[src/rtl/sipo_pkg.sv]
// Shared types and sizing helpers for the SIPO capture stage.
package sipo_pkg;

    typedef enum logic {
        ST_IDLE  = 1'b0,
        ST_SHIFT = 1'b1
    } sipo_state_e;

    localparam int SIPO_DEFAULT_WIDTH = 8;

    // The bit counter only ever holds 0 .. frame_len-1.
    function automatic int sipo_cnt_width(input int frame_len);
        return (frame_len > 2) ? $clog2(frame_len) : 1;
    endfunction

endpackage

[src/rtl/sipo_hold_reg.sv]
// One-entry valid/ready holding register for assembled words; load is visible next cycle.
// blocked_o flags that an unconsumed word is held and is not being drained this edge.
module sipo_hold_reg
    import sipo_pkg::*;
#(
    parameter int WIDTH = SIPO_DEFAULT_WIDTH
) (
    input  logic             clk,
    input  logic             rst,
    input  logic             load_i,
    input  logic [WIDTH-1:0] word_i,
    input  logic             par_err_i,
    input  logic             data_ready_i,
    output logic [WIDTH-1:0] data_out_o,
    output logic             data_valid_o,
    output logic             parity_err_o,
    output logic             blocked_o
);

    logic [WIDTH-1:0] data_q, data_d;
    logic             vld_q, vld_d;
    logic             par_q, par_d;

    assign blocked_o = vld_q && !data_ready_i;

    always_comb begin
        data_d = data_q;
        vld_d  = vld_q;
        par_d  = par_q;
        if (load_i && !blocked_o) begin
            data_d = word_i;
            par_d  = par_err_i;
            vld_d  = 1'b1;
        end else if (vld_q && data_ready_i) begin
            vld_d = 1'b0;
        end
    end

    always_ff @(posedge clk or posedge rst) begin
        if (rst) begin
            data_q <= '0;
            vld_q  <= 1'b0;
            par_q  <= 1'b0;
        end else begin
            data_q <= data_d;
            vld_q  <= vld_d;
            par_q  <= par_d;
        end
    end

    assign data_out_o   = data_q;
    assign data_valid_o = vld_q;
    assign parity_err_o = par_q;

endmodule

[src/rtl/sipo_capture.sv]
// Framed serial-to-parallel capture; word valid the cycle after its last bit, dropped (overrun) if held word not taken.
// SIPO_PARITY_EN appends an even-parity bit to every frame and reports mismatches on parity_err.
module sipo_capture
    import sipo_pkg::*;
#(
    parameter int WIDTH     = SIPO_DEFAULT_WIDTH,
    parameter bit MSB_FIRST = 1'b1
) (
    input  logic             clk,
    input  logic             rst,
    input  logic             bit_in,
    input  logic             bit_valid,
    input  logic             frame_start,
    output logic [WIDTH-1:0] data_out,
    output logic             data_valid,
    input  logic             data_ready,
    output logic             parity_err,
    output logic             overrun,
    output logic             frame_err
);

`ifdef SIPO_PARITY_EN
    localparam int FRAME_LEN = WIDTH + 1;
`else
    localparam int FRAME_LEN = WIDTH;
`endif
    localparam int               CNT_W    = sipo_cnt_width(FRAME_LEN);
    localparam logic [CNT_W-1:0] LAST_CNT = CNT_W'(FRAME_LEN - 1);

    sipo_state_e          state_q, state_d;
    logic [CNT_W-1:0]     cnt_q, cnt_d;
    logic [FRAME_LEN-2:0] shift_q, shift_d;
    logic                 frame_err_q, frame_err_d;
    logic                 overrun_q;
    logic                 done;
    logic                 hold_blocked;
    logic [FRAME_LEN-1:0] frame_bits;
    logic [WIDTH-1:0]     word;
    logic                 word_par_err;

    // First bit of the frame ends up in frame_bits[FRAME_LEN-1] on the completing edge.
    assign frame_bits = {shift_q, bit_in};

    // Shifting every valid bit is harmless: stale bits are pushed out before a frame completes.
    assign shift_d = bit_valid ? frame_bits[FRAME_LEN-2:0] : shift_q;

    always_comb begin
        state_d     = state_q;
        cnt_d       = cnt_q;
        frame_err_d = 1'b0;
        done        = 1'b0;
        case (state_q)
            ST_IDLE: begin
                if (bit_valid && frame_start) begin
                    state_d = ST_SHIFT;
                    cnt_d   = CNT_W'(1);
                end
            end
            ST_SHIFT: begin
                if (bit_valid) begin
                    if (frame_start) begin
                        frame_err_d = 1'b1;
                        cnt_d       = CNT_W'(1);
                    end else if (cnt_q == LAST_CNT) begin
                        done    = 1'b1;
                        state_d = ST_IDLE;
                        cnt_d   = '0;
                    end else begin
                        cnt_d = cnt_q + CNT_W'(1);
                    end
                end
            end
            default: state_d = ST_IDLE;
        endcase
    end

    always_comb begin
        word = '0;
        for (int i = 0; i < WIDTH; i++) begin
            word[i] = MSB_FIRST ? frame_bits[FRAME_LEN-WIDTH+i] : frame_bits[FRAME_LEN-1-i];
        end
    end

`ifdef SIPO_PARITY_EN
    assign word_par_err = ^frame_bits;
`else
    assign word_par_err = 1'b0;
`endif

    always_ff @(posedge clk or posedge rst) begin
        if (rst) begin
            state_q     <= ST_IDLE;
            cnt_q       <= '0;
            shift_q     <= '0;
            frame_err_q <= 1'b0;
            overrun_q   <= 1'b0;
        end else begin
            state_q     <= state_d;
            cnt_q       <= cnt_d;
            shift_q     <= shift_d;
            frame_err_q <= frame_err_d;
            overrun_q   <= done && hold_blocked;
        end
    end

    sipo_hold_reg #(
        .WIDTH (WIDTH)
    ) u_hold (
        .clk          (clk),
        .rst          (rst),
        .load_i       (done),
        .word_i       (word),
        .par_err_i    (word_par_err),
        .data_ready_i (data_ready),
        .data_out_o   (data_out),
        .data_valid_o (data_valid),
        .parity_err_o (parity_err),
        .blocked_o    (hold_blocked)
    );

    assign overrun   = overrun_q;
    assign frame_err = frame_err_q;

endmodule

[config.mk]
export PLATFORM = sky130hd
export DESIGN_NAME = sipo_capture
export DESIGN_NICKNAME = d
export VERILOG_FILES = /design/src/rtl/sipo_pkg.sv /design/src/rtl/sipo_hold_reg.sv /design/src/rtl/sipo_capture.sv
export SDC_FILE = /design/constraint.sdc
export NUM_CORES = 1
export LEC_CHECK = 0
export ABC_AREA = 1
export CORE_ASPECT_RATIO = 0.7
export CORE_MARGIN = 1.5
export CORE_UTILIZATION = 36
export DETAILED_ROUTE_END_ITERATION = 7
export GPL_TIMING_DRIVEN = 0
export HOLD_SLACK_MARGIN = 0.15
export SLEW_MARGIN = 20
export SYNTH_ARGS = -nofsm -noshare
export SYNTH_HDL_FRONTEND = slang
export SYNTH_SLANG_ARGS = --single-unit
[constraint.sdc]
create_clock -name clk -period 2.3 [get_ports clk]
set_input_delay 0.345 -clock clk [delete_from_list [all_inputs] [get_ports clk]]
set_output_delay 0.345 -clock clk [all_outputs]
set_load 0.02 [all_outputs]
==> results.py <==
metrics = {
    "status": {
        "result_of_the_run": "finished clean",
    },
    "route": {
        "wl_met2_um": 692,
        "routed.top_layer": "met4",
        "routed_wire_length_per_instance_um": 10.3,
        "vias": 694,
        "via_per_inst": 4.51,
        "drt_wl_total_um": 1580,
        "drt_pass1_iterations": 5,
        "routedLengthMet1_um": 824,
        "drcViolationCount": 0,
        "ant_nets": 0,
        "drt-initial-drc-count": 26,
        "routed-wl-met3_um": 49,
    },
    "power_and_ir_drop": {
        "irDropWorstVdd_v": 0.000177,
        "p_leak_uw": 0.000612,
        "p_per_area_nw_per_um2": 708,
    },
    "global_routing": {
        "gr-usage-all-layers_pct": 12.9,
        "overflow": 0,
        "antenna_found_initial": 0,
        "grt_first_pass_wirelength_um": 2830,
        "grt_start_max_net_pins": 23,
        "first_global_vias": 630,
    },
    "clock_network": {
        "clock_path_buffers": 2,
        "cts.clk_slew.worst_paths_ps": 80,
        "post_cts_hold_buffer_count": 0,
        "h-tree-depth": 1,
        "postCtsSetupBuffers": 0,
        "cts-buffers-inserted": 3,
        "insertion_delay_ps": 260,
        "cts.repair.resized": 0,
        "tritoncts": "yes",
        "cts-root-buf": "clkbuf_8",
        "cts_num_sinks": 22,
    },
    "final_layout": {
        "layout.nets": 129,
        "drive_above_1_share_pct": 10.0,
        "num-fill-cells": 231,
        "multi_input_area_um2": 313,
        "ff_latch_area_um2": 551,
        "layout_area_overhead_pct": 27.8,
        "post-route-util_pct": 48.1,
        "number_of_diodes_added_for_antenna_fixing": 0,
    },
    "timing": {
        "tightest_slew_ps": 783,
        "final.setup.tns_ps": 0,
        "timing.final.hold_violations": 0,
        "final-setup-viol-count": 0,
        "fmaxAchievable_mhz": 640,
        "worst_clock_skew_ps": 5.33,
        "tcrit_tclk_final_pct": 67.9,
        "timing.final.max_slew_violations": 0,
        "slew_headroom_pct": 47.8,
        "fin_crit_ps": 1560,
        "grt_setup_unrepaired": "false",
    },
    "critical_path": {
        "timing.critical_path.arrival_ps": 1220,
        "end_kind": "output pin",
        "crit_path_top_delay_cell": "clkdlybuf4s50_1",
        "crit_family": "buffers and inverters",
        "crit_required_ps": 1960,
        "worst_path_max_stage_delay_ps": 600,
        "crit_path_start_kind": "flip-flop",
        "worst-setup-path-type": "reg2out",
        "cp_num_buf_inv": 1,
        "timing.critical_path.fanout_max": 2,
        "worstPathCellList": "clkdlybuf4s50_1",
    },
    "floorplan": {
        "top_level_ports": 18,
        "core.rowCount": 15,
        "placeableCoreArea_um2": 2460,
        "die-width_um": 63.6,
        "start_util_pct": 37.7,
        "dieArea_um2": 2890,
        "die-height_um": 45.4,
    },
    "synth": {
        "number_of_synthesized_flops_with_an_enable_pin": 0,
        "synth_ff_type": "dfrtp_1",
        "synth_area_per_cell_um2": 9.26,
        "most_area_consuming_cells_after_synthesis": "dfrtp_1 (59%), nand2_1 (17%), nand4_1 (6.1%)",
        "postSynthCellCount": 100,
        "synth.top_cell.area_share_pct": 59.5,
        "ys_seq_area_share_pct": 59.5,
        "yosys_register_bits": 22,
        "async_reset_ff_share_pct": 100,
        "mappedNetlistArea_um2": 926,
        "synth_common_cells": "nand2_1 (42), dfrtp_1 (22), nand4_1 (9), inv_1 (7), nand3_1 (4)",
        "yosysMostFrequentCell": "nand2_1",
        "synth_largest_area_cell": "dfrtp_1",
        "syn_nets": 108,
        "ys_warn_count": 0,
        "post_synth_num_cell_types": 15,
    },
    "job": {
        "cap_violations": 0,
    },
    "placed_design": {
        "gp_congestion": 0.746,
        "port_buffer_cells": 16,
        "detailedPlacementHpwl_um": 1160,
    },
    "hold_path": {
        "hp-class": "reg2reg",
    },
}
==> state kept, by name, indices dropped and copies added, names as in the netlist <==
name / flops
cnt_q: 3
u_hold.data_out_o: 8
overrun: 1
shift_q: 7
state_q: 1
u_hold.data_valid_o: 1
frame_err: 1
==> per-stage QoR <==
stage	hold WS, ps	cells	instance area [um2]	total power, uW	setup WS (ps)
3_3_place_gp	455	150	1130	575	792
5_1_grt	508	154	1180	885	694
2_1_floorplan	334	100	926	527	1100
3_5_place_dp	458	150	1130	579	758
6_report	470	154	1180	838	738
4_1_cts	477	154	1180	848	729
==> routing by layer <==
metal	vias up	track usage [%]
li1	361	-
met1	314	17.4
met2	17	20.6
met3	2	2.23
met4	0	6.52
met5	-	0
==> cells in the final DEF, fill, tap and decap left out <==
| cell | count |
|---|---|
| buf_6 | 1 |
| clkdlybuf4s50_1 | 16 |
| buf_2 | 2 |
| nand3_2 | 1 |
| buf_4 | 2 |
| o21ai_0 | 3 |
| conb_1 | 1 |
| nand3_1 | 4 |
| nand2_2 | 1 |
| clkbuf_8 | 4 |
| nor2_4 | 1 |
| nand2_1 | 42 |
| inv_1 | 7 |
| nand4_1 | 9 |
| ha_1 | 2 |
| nor2_1 | 2 |
| dfrtp_1 | 22 |
==> area by class of cell <==
class	instances	share of cell area, %
Multi-Input combinational cell	66	26.4
Tap cell	34	3.59
Clock buffer	4	4.65
Timing Repair Buffer	16	13.5
Buffer	5	3.07
Inverter	7	2.22
Sequential cell	22	46.5
==> worst reg2reg max path, delay by kind of cell (launching register included) <==
kind,cells,cell delay (ps)
AND/OR/NAND/NOR,1,70
AO/OA/AOI/OAI,1,140
adder cells (fa/ha/maj),2,330
buffers and inverters,2,300
flip-flops,1,380
==> where the power goes <==
group	internal [uW]	switching, uW
combinational	54.9	66.5
clock	152	115
sequential	424	25.0
total	631	207
==> final timing paths <==
check	endpoint	from	cells past startpoint	slack (ps)
worst max-delay path	data_out[6]	u_hold.data_out_o[6]	1	740
worst min-delay path	u_hold.data_out_o[2]	u_hold.data_out_o[2]	2	470
worst max register to register	state_q	cnt_q[0]	6	970
worst min register to register	u_hold.data_out_o[2]	u_hold.data_out_o[2]	2	470
max in group asynchronous	cnt_q[0]	rst	2	1270
min in group asynchronous	u_hold.data_out_o[3]	rst	2	540
==> kinds of logic after synthesis <==
| kind of cell | share of synthesized area, % |
|---|---|
| compound gates | 1.62 |
| other cells | 0.405 |
| simple gates | 29.1 |
| buf+inv | 6.76 |
| fa+ha+maj | 2.70 |
| flops | 59.5 |
Note: power is estimated with default switching activity, not from simulation.
